`config.mk`:
```
export PLATFORM = sky130hd
export DESIGN_NAME = mem_port_arbiter
export DESIGN_NICKNAME = d
export VERILOG_FILES = /design/src/rtl/mem_port_arbiter.sv
export SDC_FILE = /design/constraint.sdc
export NUM_CORES = 1
export LEC_CHECK = 0
export ABC_AREA = 1
export BUFFER_PORTS_ARGS = -buffer_cell sky130_fd_sc_hd__buf_2
export CAP_MARGIN = 30
export CORE_MARGIN = 3
export CORE_UTILIZATION = 49
export DETAILED_ROUTE_END_ITERATION = 8
export HOLD_SLACK_MARGIN = 0.03
export MAX_ROUTING_LAYER = met4
export PLACE_DENSITY = 0.85
export SKIP_CTS_REPAIR_TIMING = 1
export SYNTH_ARGS = -nofsm -noshare
export SYNTH_HDL_FRONTEND = slang
export SYNTH_SLANG_ARGS = --single-unit
```
`constraint.sdc`:
```
create_clock -name clk -period 4.12 [get_ports clk]
set_input_delay 0.618 -clock clk [delete_from_list [all_inputs] [get_ports clk]]
set_output_delay 0.618 -clock clk [all_outputs]
set_load 0.01 [all_outputs]
```
`src/rtl/mem_port_arbiter.sv`:
```
// Purpose : shares one unified memory port between instruction fetch (IF) and the LSU, round-robin, one transaction in flight.
// Latency : grant at N, mem_req at N+1, response pulse one cycle after mem_ready is sampled (N+2 at best).
// Backpr. : requests are held by the requesters until their grant; memory stalls by holding mem_ready low.
//
// Ports:
//   clk, rst                        - core clock, synchronous active-high reset
//   if_req/if_addr -> if_gnt        - fetch request, one-cycle grant pulse
//   if_rvalid/if_rdata              - fetch response pulse and held read data
//   lsu_req/we/addr/wdata/be        - load/store request, lsu_gnt one-cycle grant pulse
//   lsu_rvalid/lsu_rdata            - load data or store acknowledge pulse
//   mem_req/we/addr/wdata/be        - latched request towards memory, held until mem_ready
//   mem_ready/mem_rdata             - memory completion and read data
//   sel                             - port mux select, 1 = LSU path, 0 = IF path
module mem_port_arbiter #(
    parameter int ADDR_W = 32,
    parameter int DATA_W = 32
) (
    input  logic                  clk,
    input  logic                  rst,
    input  logic                  if_req,
    input  logic [ADDR_W-1:0]     if_addr,
    output logic                  if_gnt,
    output logic                  if_rvalid,
    output logic [DATA_W-1:0]     if_rdata,
    input  logic                  lsu_req,
    input  logic                  lsu_we,
    input  logic [ADDR_W-1:0]     lsu_addr,
    input  logic [DATA_W-1:0]     lsu_wdata,
    input  logic [DATA_W/8-1:0]   lsu_be,
    output logic                  lsu_gnt,
    output logic                  lsu_rvalid,
    output logic [DATA_W-1:0]     lsu_rdata,
    output logic                  mem_req,
    output logic                  mem_we,
    output logic [ADDR_W-1:0]     mem_addr,
    output logic [DATA_W-1:0]     mem_wdata,
    output logic [DATA_W/8-1:0]   mem_be,
    input  logic                  mem_ready,
    input  logic [DATA_W-1:0]     mem_rdata,
    output logic                  sel
);

    localparam int BE_W = DATA_W / 8;

    typedef enum logic [1:0] {
        IDLE     = 2'd0,
        BUSY_IF  = 2'd1,
        BUSY_LSU = 2'd2
    } state_t;

    state_t              r_state;
    logic                r_last_owner;   // 0 = IF, 1 = LSU
    logic                r_mem_req;
    logic                r_mem_we;
    logic [ADDR_W-1:0]   r_mem_addr;
    logic [DATA_W-1:0]   r_mem_wdata;
    logic [BE_W-1:0]     r_mem_be;
    logic                r_sel;
    logic                r_if_rvalid;
    logic [DATA_W-1:0]   r_if_rdata;
    logic                r_lsu_rvalid;
    logic [DATA_W-1:0]   r_lsu_rdata;

    logic                w_idle;
    logic                w_gnt_if;
    logic                w_gnt_lsu;

    // On a tie the requester that did not own the port last wins, which
    // alternates strictly; last_owner resets to LSU so IF wins the first tie.
    assign w_idle    = (r_state == IDLE);
    assign w_gnt_if  = w_idle && if_req  && (!lsu_req || r_last_owner);
    assign w_gnt_lsu = w_idle && lsu_req && (!if_req  || !r_last_owner);

    always_ff @(posedge clk) begin
        if (rst) begin
            r_state      <= IDLE;
            r_last_owner <= 1'b1;
            r_mem_req    <= 1'b0;
            r_mem_we     <= 1'b0;
            r_mem_addr   <= '0;
            r_mem_wdata  <= '0;
            r_mem_be     <= '0;
            r_sel        <= 1'b0;
            r_if_rvalid  <= 1'b0;
            r_if_rdata   <= '0;
            r_lsu_rvalid <= 1'b0;
            r_lsu_rdata  <= '0;
        end else begin
            r_if_rvalid  <= 1'b0;
            r_lsu_rvalid <= 1'b0;
            case (r_state)
                IDLE: begin
                    // mem_ready is ignored here: nothing is outstanding
                    if (w_gnt_if) begin
                        r_state      <= BUSY_IF;
                        r_last_owner <= 1'b0;
                        r_sel        <= 1'b0;
                        r_mem_req    <= 1'b1;
                        r_mem_we     <= 1'b0;
                        r_mem_addr   <= if_addr;
                        r_mem_wdata  <= '0;
                        r_mem_be     <= {BE_W{1'b1}};
                    end else if (w_gnt_lsu) begin
                        r_state      <= BUSY_LSU;
                        r_last_owner <= 1'b1;
                        r_sel        <= 1'b1;
                        r_mem_req    <= 1'b1;
                        r_mem_we     <= lsu_we;
                        r_mem_addr   <= lsu_addr;
                        r_mem_wdata  <= lsu_wdata;
                        r_mem_be     <= lsu_be;
                    end
                end
                BUSY_IF: begin
                    if (mem_ready) begin
                        r_state     <= IDLE;
                        r_mem_req   <= 1'b0;
                        r_if_rdata  <= mem_rdata;
                        r_if_rvalid <= 1'b1;
                    end
                end
                BUSY_LSU: begin
                    // For stores the captured data is meaningless; rvalid acts as the ack.
                    if (mem_ready) begin
                        r_state      <= IDLE;
                        r_mem_req    <= 1'b0;
                        r_lsu_rdata  <= mem_rdata;
                        r_lsu_rvalid <= 1'b1;
                    end
                end
                default: begin
                    r_state   <= IDLE;
                    r_mem_req <= 1'b0;
                end
            endcase
        end
    end

    assign if_gnt     = w_gnt_if;
    assign lsu_gnt    = w_gnt_lsu;
    assign if_rvalid  = r_if_rvalid;
    assign if_rdata   = r_if_rdata;
    assign lsu_rvalid = r_lsu_rvalid;
    assign lsu_rdata  = r_lsu_rdata;
    assign mem_req    = r_mem_req;
    assign mem_we     = r_mem_we;
    assign mem_addr   = r_mem_addr;
    assign mem_wdata  = r_mem_wdata;
    assign mem_be     = r_mem_be;
    assign sel        = r_sel;

endmodule

```
Word level (Yosys, flattened, before mapping)
Cells that the tools add are included.
{ "word_totals": {"ff_bits": 140, "inputBits": 138, "output_inout_bits": 139, "elab_cells": 54} }
{ "op_classes": {"n_eq_ne": 4, "mux": 18, "n_bitwise": 2, "n_reduce_logical": 18} }
{ "op_table": {"columns": ["cell", "n"], "rows": [
  ["$mux W32", 4],
  ["$mux W4", 2],
  ["$reduce_and A2 Y1", 4],
  ["$mux W1", 7],
  ["$mux W2", 3],
  ["$reduce_or A2 Y1", 3],
  ["$logic_and A1 B1 Y1", 4],
  ["$pmux W2 S2", 1],
  ["$logic_not A1 Y1", 3],
  ["$ne A3 B3 Y1 const B", 1],
  ["$eq A2 B1 Y1 const B", 1],
  ["$eq A2 B2 Y1 const B", 1],
  ["$logic_not A2 Y1", 1],
  ["$logic_or A1 B1 Y1", 2],
  ["$ne A2 B1 Y1 const B", 1],
  ["$not A1 Y1", 2],
  ["$pmux W1 S2", 1],
  ["$reduce_bool A2 Y1", 1]
]} }

Depth between registers and ports, before layout
Gate-level depths: netlist (run 1).
{ "logic_depth": {"word_depth": 6, "depth_mapped": 10, "ltp_nobuf": 9} }

Worst setup path before layout (run 1)
Ideal clock, no wire load.
{ "synth_path": {"path_type": "reg-to-output", "start": "register r_state[0]", "end": "output port lsu_gnt", "t_arrival_ps": 1068, "required_time_ps": 3502, "setup_slack_ps": 2434, "stages_incl_launch_ff": 6, "n_path_buf": 1, "cell_sequence": "dfxtp_1 -> inv_1 -> ha_1 -> nand2_2 -> a21oi_4 -> buf_6"} }
{ "synth_via": {"elab_chain_cells": 3} }
{ "synth_rtl": {"columns": ["element", "line_no", "source"], "rows": [
  ["start: declaration", "51", "state_t r_state;"],
  ["start signal: assignment", "76", "r_state <= IDLE;"],
  ["start signal: assignment", "95", "r_state <= BUSY_IF;"],
  ["start signal: assignment", "104", "r_state <= BUSY_LSU;"],
  ["$logic_not A2 Y1", "70", "assign w_idle = (r_state == IDLE);"],
  ["net w_idle", "64", "logic w_idle;"],
  ["$logic_and A1 B1 Y1 (2 in a row)", "72", "assign w_gnt_lsu = w_idle && lsu_req && (!if_req || !r_last_owner);"],
  ["end: declaration", "30", "output logic lsu_gnt,"]
]} }
The timed path passes the listed nets, and every way through them passes these cells.

Worst setup path in the final report (run 1)
{ "layout_path": {"start": "register r_state[0]", "end": "output port if_gnt"} }
{ "layout_via": {"elab_chain_cells": 3} }
{ "layout_rtl": {"columns": ["element", "line_no", "source"], "rows": [
  ["$logic_not A2 Y1", "70", null],
  ["net w_idle", "64", null],
  ["$logic_and A1 B1 Y1 (2 in a row)", "71", "assign w_gnt_if = w_idle && if_req && (!lsu_req || r_last_owner);"],
  ["end: declaration", "22", "output logic if_gnt,"]
]} }
The timed path passes the listed nets, and every way through them passes these cells.

==> results of run 1 <==
layout by cell type, fill, tap and decap left out, types with 6 or more instances in the layout:
cell type                   instances
sky130_fd_sc_hd__buf_2            276
sky130_fd_sc_hd__buf_4              6
sky130_fd_sc_hd__nand2_2            6
sky130_fd_sc_hd__dfxtp_1          140
sky130_fd_sc_hd__inv_1             76
sky130_fd_sc_hd__nand3_1           65
sky130_fd_sc_hd__o21ai_0           91
sky130_fd_sc_hd__o21ai_1           10
sky130_fd_sc_hd__clkbuf_16         17
sky130_fd_sc_hd__nor2_1           140
sky130_fd_sc_hd__a21oi_1           35
sky130_fd_sc_hd__nand2_1          138
worst min path at each step:
| stage | start | endpoint | slack, ps | cells after the start |
|---|---|---|---|---|
| after floorplan | r_state[1] | r_state[1] | 460 | 2 |
| after global placement | mem_wdata[0] | mem_wdata[0] | 450 | 2 |
| after detailed placement | mem_req | mem_req | 450 | 2 |
| after CTS | lsu_be[0] | mem_be[0] | 400 | 3 |
| after global routing | lsu_be[3] | mem_be[3] | 400 | 3 |
| final | lsu_be[0] | mem_be[0] | 410 | 3 |
kinds of logic (layout without fill, tap and decap cells):
logic type      Yosys count  in the layout  synth area share [%]
buf+inv                 128            396                 10.04
fa+ha+maj                 3              3                0.6797
flops                   140            140                 50.75
simple gates            349            349                 25.46
compound gates          140            140                 13.07
metal layers:
layer  global-route usage (%)  wire [um]
met1                    29.79       6529
met2                    42.95       8140
met3                    7.278       1354
met4                    10.90        448
met5                        -          0
Yosys cell counts (all sizes together):
cell / instances / area, um^2
o211ai: 1 / 7.510
buf: 29 / 182.7
ha: 3 / 37.54
nand3: 65 / 325.3
dfxtp: 140 / 2803
inv: 79 / 296.5
a21oi: 38 / 209.0
nand2: 144 / 555.5
nor2: 140 / 525.5
clkbuf: 20 / 75.07
o21ai: 101 / 505.5
registers in the layout, indices dropped and copies added, names as in the netlist:
signal / cells
if_rdata: 32
if_rvalid: 1
lsu_rdata: 32
lsu_rvalid: 1
mem_addr: 32
mem_be: 4
mem_req: 1
mem_wdata: 32
mem_we: 1
r_last_owner: 1
r_state: 2
sel: 1
report_power, final:
part | internal, W | switching [W]
registers | 0.00155 | 0.0000973
clock network | 0.000996 | 0.000568
logic | 0.000390 | 0.000657
stage by stage:
| stage | util (%) | std cells | power (W) | worst slack, ps |
|---|---|---|---|---|
| 3_5_place_dp | 63.48 | 1136 | 0.002714 | 1335 |
| 6_report | 69.07 | 1168 | 0.004261 | 1033 |
| 2_1_floorplan | - | 760 | 0.002336 | 2434 |
| 3_3_place_gp | 62.97 | 1134 | 0.002680 | 1455 |
| 4_1_cts | 69.07 | 1168 | 0.004281 | 999.2 |
| 5_1_grt | 69.07 | 1168 | 0.004493 | 834.0 |
area by class of cell:
cell class | instances | area, um^2
inverter | 79 | 296.5
tap | 140 | 175.2
clock inverter | 11 | 141.4
clock buffer | 21 | 470.5
fill | 915 | 3382
timing repair buffer | 285 | 1501
multi-input combinational | 492 | 2166
sequential | 140 | 2803
worst min-delay path, delay by kind of cell:
family,cells,cell delay (ps)
AND/OR/NAND/NOR,2,90
buffers and inverters,1,70
==> impl_summary.txt, run 1 <==
----------------------------------------------------
[Setup path]
  Start point of the critical path ... r_state[0]
  Arrival @ worst endpoint ... 2470 ps
  Critical Path Source Type ... flop
  Crit path kind ... reg2out
  Maximum fanout along the worst path ... 33
  Critical path depth ... 7
  Number of buffer and inverter stages on the critical path ... 4
  Required time worst endpoint ... 3500 ps
  Critical Path Sink Type ... output port
  Number of cell instances on the worst register-to-register path ... 8
  Cell family with the largest share of critical-path delay ... buffers and inverters
  Largest stage delay on the critical path ... 510 ps
  Worst path cell trace ... inv_1 -> ha_1 -> nand2_2 -> inv_2 -> nand2_2 -> inv_1 -> buf_2
  End point of the critical path ... if_gnt
  Source of the worst register-to-register timing path ... r_state[0]
  Reg-to-reg setup timing slack ... 1920 ps
  Worst-path cell with the longest stage delay ... sky130_fd_sc_hd__nand2_2
  Reg-to-reg endpoint ... r_state[0]

[Logic synthesis]
  Number of synthesis warnings ... 0
  Average size of a mapped cell ... a little over 7 um^2
  Number of instances in the synthesized netlist ... 760
  Summed instance area of the synthesized netlist ... 5523 um^2
  Sequential share of the synthesized area ... roughly half
  Number of storage elements in the synthesis netlist ... 140
  Distinct cell type count after synthesis ... 17
  Number of nets in the synthesized netlist ... ~900

[Run]
  Reported max-cap violation count ... 0

[STA]
  Setup repair after global routing missed its margin ... no
  Final setup TNS ... 0 ps
  Setup clock skew after layout ... 4.537 ps
  Max Transition Viols Final ... 0
  Final-report hold violation count ... 0
  Relative slew slack ... 55.43%
  Period utilization ... 74.92%
  Worst-margin pin slew ... roughly 670 ps
  Setup Viol. Count Final ... 0
  Minimum clock period after layout ... 3087 ps
  Achievable Freq ... 324.0 MHz
  Final hold slack ... 412.5 ps

[Global route]
  Number of antenna violations at the first check in global routing ... 0
  Overflow left after global routing ... 0
  Total Routing Usage GR ... 26.02%
  Pin count of the biggest net entering global routing ... just over 60
  First-pass GRT wire length ... 25740 um
  Number of global-route vias before repair ... between 5000 and 6000

[Floorplanning]
  Core ar. ... 10940 um^2
  Initial core utilization ... approximately half
  Die Y-Extent ... roughly 110 um
  Die extent in x ... between 100 and 150 um
  Number of placed I/O pins ... ~280
  Area of the die ... 12580 um^2
  Count of standard-cell rows ... 38

[Worst hold path]
  Worst min-delay path category ... in2reg

[Place]
  Placed wire-length estimate ... 11310 um
  Number of input and output port buffers inserted ... 276
  Routability congestion estimate ... 0.8363
  Standard cell area after detailed placement ... 6942 um^2

[Drt]
  Average vias per placed instance ... 4.999
  Routed length per placed instance ... 14.10 um
  Wire length reported by the detailed router ... between 15000 and 20000 um
  Total DRC errors in the routed layout ... 0
  First-iteration detailed-routing DRC count ... 628
  Count of vias placed by the detailed router ... 5839
  Post-route ant nets ... 0
  Number of iterations in the first detailed-routing pass ... 5

[Clock tree]
  TritonCTS clock tree ... yes
  Clock-pin slew on the worst setup and hold paths ... 60 ps
  Number of clock buffers inserted by TritonCTS ... 17
  CTS Root Buffer Type ... sky130_fd_sc_hd__clkbuf_16
  CTS sink cnt ... 140
  Buffers from clock root to sink, at most ... 2
  CTS H-tree lvls ... 4
  Clock network latency to the later pin of the worst-skew pair ... 410 ps

[Pwr]
  IR Drop Worst-Case VDD ... 0.3741 mV
  Static leakage ... a little over 4 nW
  Total power per unit cell area ... 564.2 nW/um^2

[Final layout]
  Antenna fix cells ... 0
  Fraction of final layout cells sized beyond drive strength 1 ... 31.91%
  Post-route cell area ... 7553 um^2
  Final-stage net count ... 1156
  Area growth, synth to finish ... 36.77%

[Run status]
  Outcome ... completed

----------------------------------------------------
Note: power is estimated with default switching activity, not from simulation.
==> run 2, diff against run 1 <==
Settings changed: CORE_UTILIZATION 49 to 41, PLACE_DENSITY 0.85 to 0.76.
Clock period 4.12 ns to 2.7 ns, I/O delays scaled along.
==> run 2 against run 1 <==
  * Sequential cell count stayed put
  * Setup slack worse by 640 ps
  * Routed wire length is 0.74% lower
  * Clock power is 55% higher
  * Global-route usage is 3.9 points lower
  * Highest routed layer unchanged
==> impl_summary.txt, run 2 (same netlist as run 1, synthesis figures left out) <==
----------------------------------------------------
[Final layout]
  Fraction of final layout cells sized beyond drive strength 1 ... 32.17%
  Post-layout util ... 59.16%
  Post-route cell area ... 7617 um^2
  Most frequent cells in the layout ... 276 x sky130_fd_sc_hd__buf_2, 140 x sky130_fd_sc_hd__nor2_1, 140 x sky130_fd_sc_hd__dfxtp_1
  Most common cell after layout, fill and taps aside ... sky130_fd_sc_hd__buf_2
  Final-stage net count ... 1160
  Area growth, synth to finish ... 37.92%

[Drt]
  First-iteration detailed-routing DRC count ... 327
  DRT met1 WL ... 6740 um
  Count of vias placed by the detailed router ... 5656
  Routed length per placed instance ... 13.57 um
  Post-route ant nets ... 0
  Average vias per placed instance ... ~4.7
  Uppermost layer routed ... met4
  Routed wire length on met3 ... 1476 um
  Wire length reported by the detailed router ... approximately 16000 um
  Wire length on met2 ... just under 8000 um
  Number of iterations in the first detailed-routing pass ... 4
  Total DRC errors in the routed layout ... 0

[Pwr]
  Clock Power Share ... 37.1%
  Switching pwr ... ~0.0020 W
  Cell internal power dissipation ... between 0.004 and 0.005 W
  Flop pwr share ... a little under two fifths
  Total power per unit cell area ... ~860 nW/um^2
  Proportion of total power due to net switching ... 30.83%
  IR Drop Worst-Case VDD ... 0.4599 mV
  Combinational cell fraction of total power ... 24.4%
  Static leakage ... roughly 4.1 nW

[Floorplanning]
  Die extent in x ... 122.1 um
  Die Y-Extent ... roughly 120 um
  Count of standard-cell rows ... between 40 and 50
  Initial core utilization ... 42.89%
  Core ar. ... approximately 13000 um^2
  Area of the die ... 14900 um^2
  Number of placed I/O pins ... 277

[Place]
  Routability congestion estimate ... ~0.82
  Standard cell area after detailed placement ... 6992 um^2
  Placed wire-length estimate ... ~12000 um
  Number of input and output port buffers inserted ... ~280

[Setup path]
  Worst-path cell with the longest stage delay ... sky130_fd_sc_hd__inv_2
  Crit path kind ... reg2out
  Cell family with the largest share of critical-path delay ... buffers and inverters
  Worst path cell trace ... inv_1 -> ha_1 -> nand2_2 -> inv_2 -> nand2_2 -> inv_1 -> buf_2
  Required time worst endpoint ... approximately 2300 ps
  Arrival @ worst endpoint ... 1900 ps
  Number of buffer and inverter stages on the critical path ... 4
  Critical Path Sink Type ... output port
  Maximum fanout along the worst path ... 33
  Largest stage delay on the critical path ... 410 ps
  Critical Path Source Type ... flop

[STA]
  Setup clock skew after layout ... 4.884 ps
  Final-report hold violation count ... 0
  Setup Viol. Count Final ... 0
  Minimum clock period after layout ... 2303 ps
  Worst-margin pin slew ... between 600 and 700 ps
  Final setup TNS ... 0 ps
  Max Transition Viols Final ... 0
  Setup repair after global routing missed its margin ... no
  Relative slew slack ... between 50% and 60%
  Period utilization ... 85.28%
  Achievable Freq ... 434.3 MHz

[Clock tree]
  CTS Root Buffer Type ... sky130_fd_sc_hd__clkbuf_16
  CTS sink cnt ... 140
  Buffers from clock root to sink, at most ... 2
  CTS H-tree lvls ... 4
  TritonCTS clock tree ... yes
  Clock network latency to the later pin of the worst-skew pair ... 400 ps
  Number of clock buffers inserted by TritonCTS ... 17
  Clock-pin slew on the worst setup and hold paths ... ~60 ps

[Run status]
  Outcome ... completed

[Global route]
  Number of global-route vias before repair ... 5250
  Pin count of the biggest net entering global routing ... 55
  Number of antenna violations at the first check in global routing ... 1
  Total Routing Usage GR ... between 20 and 25%
  Overflow left after global routing ... 0
  First-pass GRT wire length ... between 20000 and 30000 um

[Worst hold path]
  Worst min-delay path category ... in2reg

[Run]
  Reported max-cap violation count ... 0

----------------------------------------------------
## run 2: power by group through the flow
stage / registers (W) / clock network, W / logic (W)
global route: 0.00255 / 0.00258 / 0.00181
floorplan: 0.00269 / 0 / 0.000876
detailed placement: 0.00255 / 0 / 0.00160
CTS: 0.00251 / 0.00248 / 0.00161
global placement: 0.00254 / 0 / 0.00158
finish: 0.00251 / 0.00242 / 0.00160
## run 2: cell type report
| type | instances | area (um^2) |
|---|---|---|
| Fill cell | 1195 | 5259 |
| Sequential cell | 140 | 2803 |
| Multi-Input combinational cell | 492 | 2166 |
| Timing Repair Buffer | 289 | 1511 |
| Clock buffer | 18 | 429.2 |
| Inverter | 79 | 296.5 |
| Tap cell | 172 | 215.2 |
| Clock inverter | 14 | 193.9 |
| Antenna cell | 1 | 2.502 |
## run 2: routing by layer
layer / up-vias / track usage (%)
li1: 2912 / -
met1: 2487 / 27.10
met2: 237 / 35.32
met3: 20 / 5.617
met4: 0 / 8.467
met5: - / -
## run 2: worst paths after layout
check | startpoint | endpoint | slack (ps) | cells past startpoint
worst max-delay path | r_state[0] | if_gnt | 400 | 7
worst min-delay path | lsu_be[3] | mem_be[3] | 210 | 3
worst max register to register | r_state[0] | mem_wdata[3] | 790 | 8
worst min register to register | sel | sel | 460 | 2
## run 2: per-stage QoR
step / instances / hold slack, ps / power, W / worst slack, ps
4_1_cts: 1204 / 192.0 / 0.006609 / 375.2
6_report: 1205 / 213.7 / 0.006534 / 397.4
5_1_grt: 1205 / 211.4 / 0.006944 / 221.0
3_3_place_gp: 1171 / 448.7 / 0.004121 / 868.8
2_1_floorplan: 760 / 461.3 / 0.003565 / 1227
3_5_place_dp: 1172 / 452.4 / 0.004156 / 801.5
## run 2: worst reg2reg max path, delay by kind of cell (launching register included)
family,cells,cell delay (ps)
buffers and inverters,3,730
adders and majority gates,1,260
DFF,1,350
and+or+nand+nor,3,320
AOI/OAI and AO/OA,1,180
==> run 3, diff against run 2 <==
Settings changed: RECOVER_POWER from default to 25.
==> run 3 against run 2 <==
  * Combinational power decreased by 3%
  * Clock-buffer cell count unchanged
  * First-iteration DRC count increased by 7.0%
  * Clock power about the same
  * Critical path type unchanged
  * Final area decreased by 1.2%
  * Global-route usage unchanged
  * Setup slack improved by 5.8 ps
  * Largest cell class unchanged
  * Die area unchanged
  * Maximum frequency increased by 0.25%
  * Register-to-register slack got worse by 200 ps
  * Critical endpoint unchanged
  * Sequential cell count unchanged
==> impl_summary.txt, run 3 (same netlist as run 1, synthesis figures left out) <==
----------------------------------------------------
[Pwr]
  Power after layout ... 0.006505 W
  Clock Power Share ... 37.3%
  Flop pwr share ... 38.7%
  Cell internal power dissipation ... 0.004482 W
  IR Drop Worst-Case VDD ... about 0.46 mV
  Proportion of total power due to net switching ... 31.09%
  Static leakage ... roughly 3.8 nW
  Switching pwr ... roughly 0.002 W
  Combinational cell fraction of total power ... 24.0%
  Total power per unit cell area ... 864.0 nW/um^2

[Clock tree]
  Clock network latency to the later pin of the worst-skew pair ... 410 ps
  CTS sink cnt ... between 100 and 150
  TritonCTS clock tree ... yes
  CTS Root Buffer Type ... sky130_fd_sc_hd__clkbuf_16
  CTS H-tree lvls ... 4
  Clock-pin slew on the worst setup and hold paths ... about 60 ps
  Number of clock buffers inserted by TritonCTS ... 17
  Buffers from clock root to sink, at most ... 2

[Drt]
  Post-route ant nets ... 0
  Count of vias placed by the detailed router ... 5651
  Total DRC errors in the routed layout ... 0
  Wire length reported by the detailed router ... approximately 16000 um
  Number of iterations in the first detailed-routing pass ... 5
  First-iteration detailed-routing DRC count ... 350
  Routed length per placed instance ... between 10 and 15 um
  Average vias per placed instance ... about 4.7

[Floorplanning]
  Die extent in x ... roughly 120 um
  Die Y-Extent ... 122.1 um
  Area of the die ... 14900 um^2
  Number of placed I/O pins ... 277
  Count of standard-cell rows ... 41
  Core ar. ... 12880 um^2
  Initial core utilization ... 42.89%

[STA]
  Final-report hold violation count ... 0
  Final setup TNS ... 0 ps
  Final hold slack ... 211.4 ps
  Period utilization ... 85.07%
  Setup repair after global routing missed its margin ... no
  Relative slew slack ... 8.882%
  Max Transition Viols Final ... 0
  Worst-margin pin slew ... 1367 ps
  Minimum clock period after layout ... 2297 ps
  Setup clock skew after layout ... about 5.3 ps
  Achievable Freq ... 435.4 MHz
  Setup Viol. Count Final ... 0

[Global route]
  First-pass GRT wire length ... 25340 um
  Pin count of the biggest net entering global routing ... 55
  Number of global-route vias before repair ... 5250
  Overflow left after global routing ... 0
  Number of antenna violations at the first check in global routing ... 1
  Total Routing Usage GR ... 22.16%

[Setup path]
  Required time worst endpoint ... 2300 ps
  Critical Path Source Type ... flop
  Start point of the critical path ... r_state[0]
  Number of buffer and inverter stages on the critical path ... 4
  Arrival @ worst endpoint ... around 1900 ps
  Reg-to-reg setup timing slack ... approximately 600 ps
  Worst-path cell with the longest stage delay ... sky130_fd_sc_hd__inv_2
  Critical Path Sink Type ... output port
  Maximum fanout along the worst path ... 33
  Source of the worst register-to-register timing path ... r_state[1]
  Largest stage delay on the critical path ... 400 ps
  Crit path kind ... reg2out
  Worst path cell trace ... inv_1 -> ha_1 -> nand2_2 -> inv_2 -> nand2_2 -> inv_1 -> buf_2
  Cell family with the largest share of critical-path delay ... buffers and inverters

[Worst hold path]
  Start point of the worst hold path ... lsu_be[3]
  Worst min-delay path category ... in2reg

[Final layout]
  Final-stage net count ... roughly 1200
  Area growth, synth to finish ... 36.32%
  Fraction of final layout cells sized beyond drive strength 1 ... about 25%
  Final Instance Count excl. Fillers ... 1205
  Most common cell after layout, fill and taps aside ... sky130_fd_sc_hd__buf_2
  Most frequent cells in the layout ... 208 x sky130_fd_sc_hd__buf_2, 140 x sky130_fd_sc_hd__nor2_1, 140 x sky130_fd_sc_hd__dfxtp_1

[Place]
  Post-Place Cells ... 1172
  Routability congestion estimate ... approximately 0.82
  Placed wire-length estimate ... roughly 12000 um
  Number of input and output port buffers inserted ... 276

[Run]
  Reported max-cap violation count ... 0

[Run status]
  Outcome ... completed

----------------------------------------------------
-- run 3: cell types whose count changed in the layout (fill, tap and decap cells not counted), sizes merged --
cell	previous run	this run
clkbuf	18	87
buf	289	220
-- run 3: layer usage --
metal	GRT usage, %	part of all wire, %	vias to the layer above
met5	-	0	-
met4	8.467	1.8	0
met3	5.617	9.3	20
met2	35.32	48	245
met1	27.10	41	2476
li1	-	-	2910
-- run 3: path summary, 6_finish.rpt --
check / to / cells after the start
worst min register to register: sel / 2
worst max-delay path: if_gnt / 7
worst min-delay path: mem_be[3] / 3
worst max register to register: if_rdata[6] / 6
-- run 3: cell type report --
cell class                      count  area, um^2
Sequential cell                   140        2803
Clock inverter                     14       193.9
Fill cell                        1243        5348
Antenna cell                        1       2.502
Inverter                           79       296.5
Multi-Input combinational cell    492        2166
Timing Repair Buffer              289        1423
Tap cell                          172       215.2
Clock buffer                       18       429.2
-- run 3: worst register-to-register path: stages (launching register included) --
cell                       delay (ps)
sky130_fd_sc_hd__dfxtp_1          350
sky130_fd_sc_hd__inv_1             70
sky130_fd_sc_hd__ha_1             180
sky130_fd_sc_hd__nand2_1           70
sky130_fd_sc_hd__clkbuf_1        1000
sky130_fd_sc_hd__o21ai_0          230
sky130_fd_sc_hd__nor2_1           160
-- run 3: per-stage QoR --
stage | worst slack (ps) | instance area [um^2] | util [%]
detailed placement | 801.5 | 6992 | 54.30
CTS | 375.2 | 7615 | 59.14
floorplan | 1227 | 5523 | -
finish | 403.1 | 7528 | 58.47
global placement | 868.8 | 6964 | 54.09
global route | 221.0 | 7528 | 58.47
-- run 3: power groups by stage --
stage / registers, W / clock network [W] / logic [W]
3_5_place_dp: 0.00255 / 0 / 0.00160
6_report: 0.00252 / 0.00243 / 0.00156
2_1_floorplan: 0.00269 / 0 / 0.000876
5_1_grt: 0.00255 / 0.00258 / 0.00177
3_3_place_gp: 0.00254 / 0 / 0.00158
4_1_cts: 0.00251 / 0.00248 / 0.00161
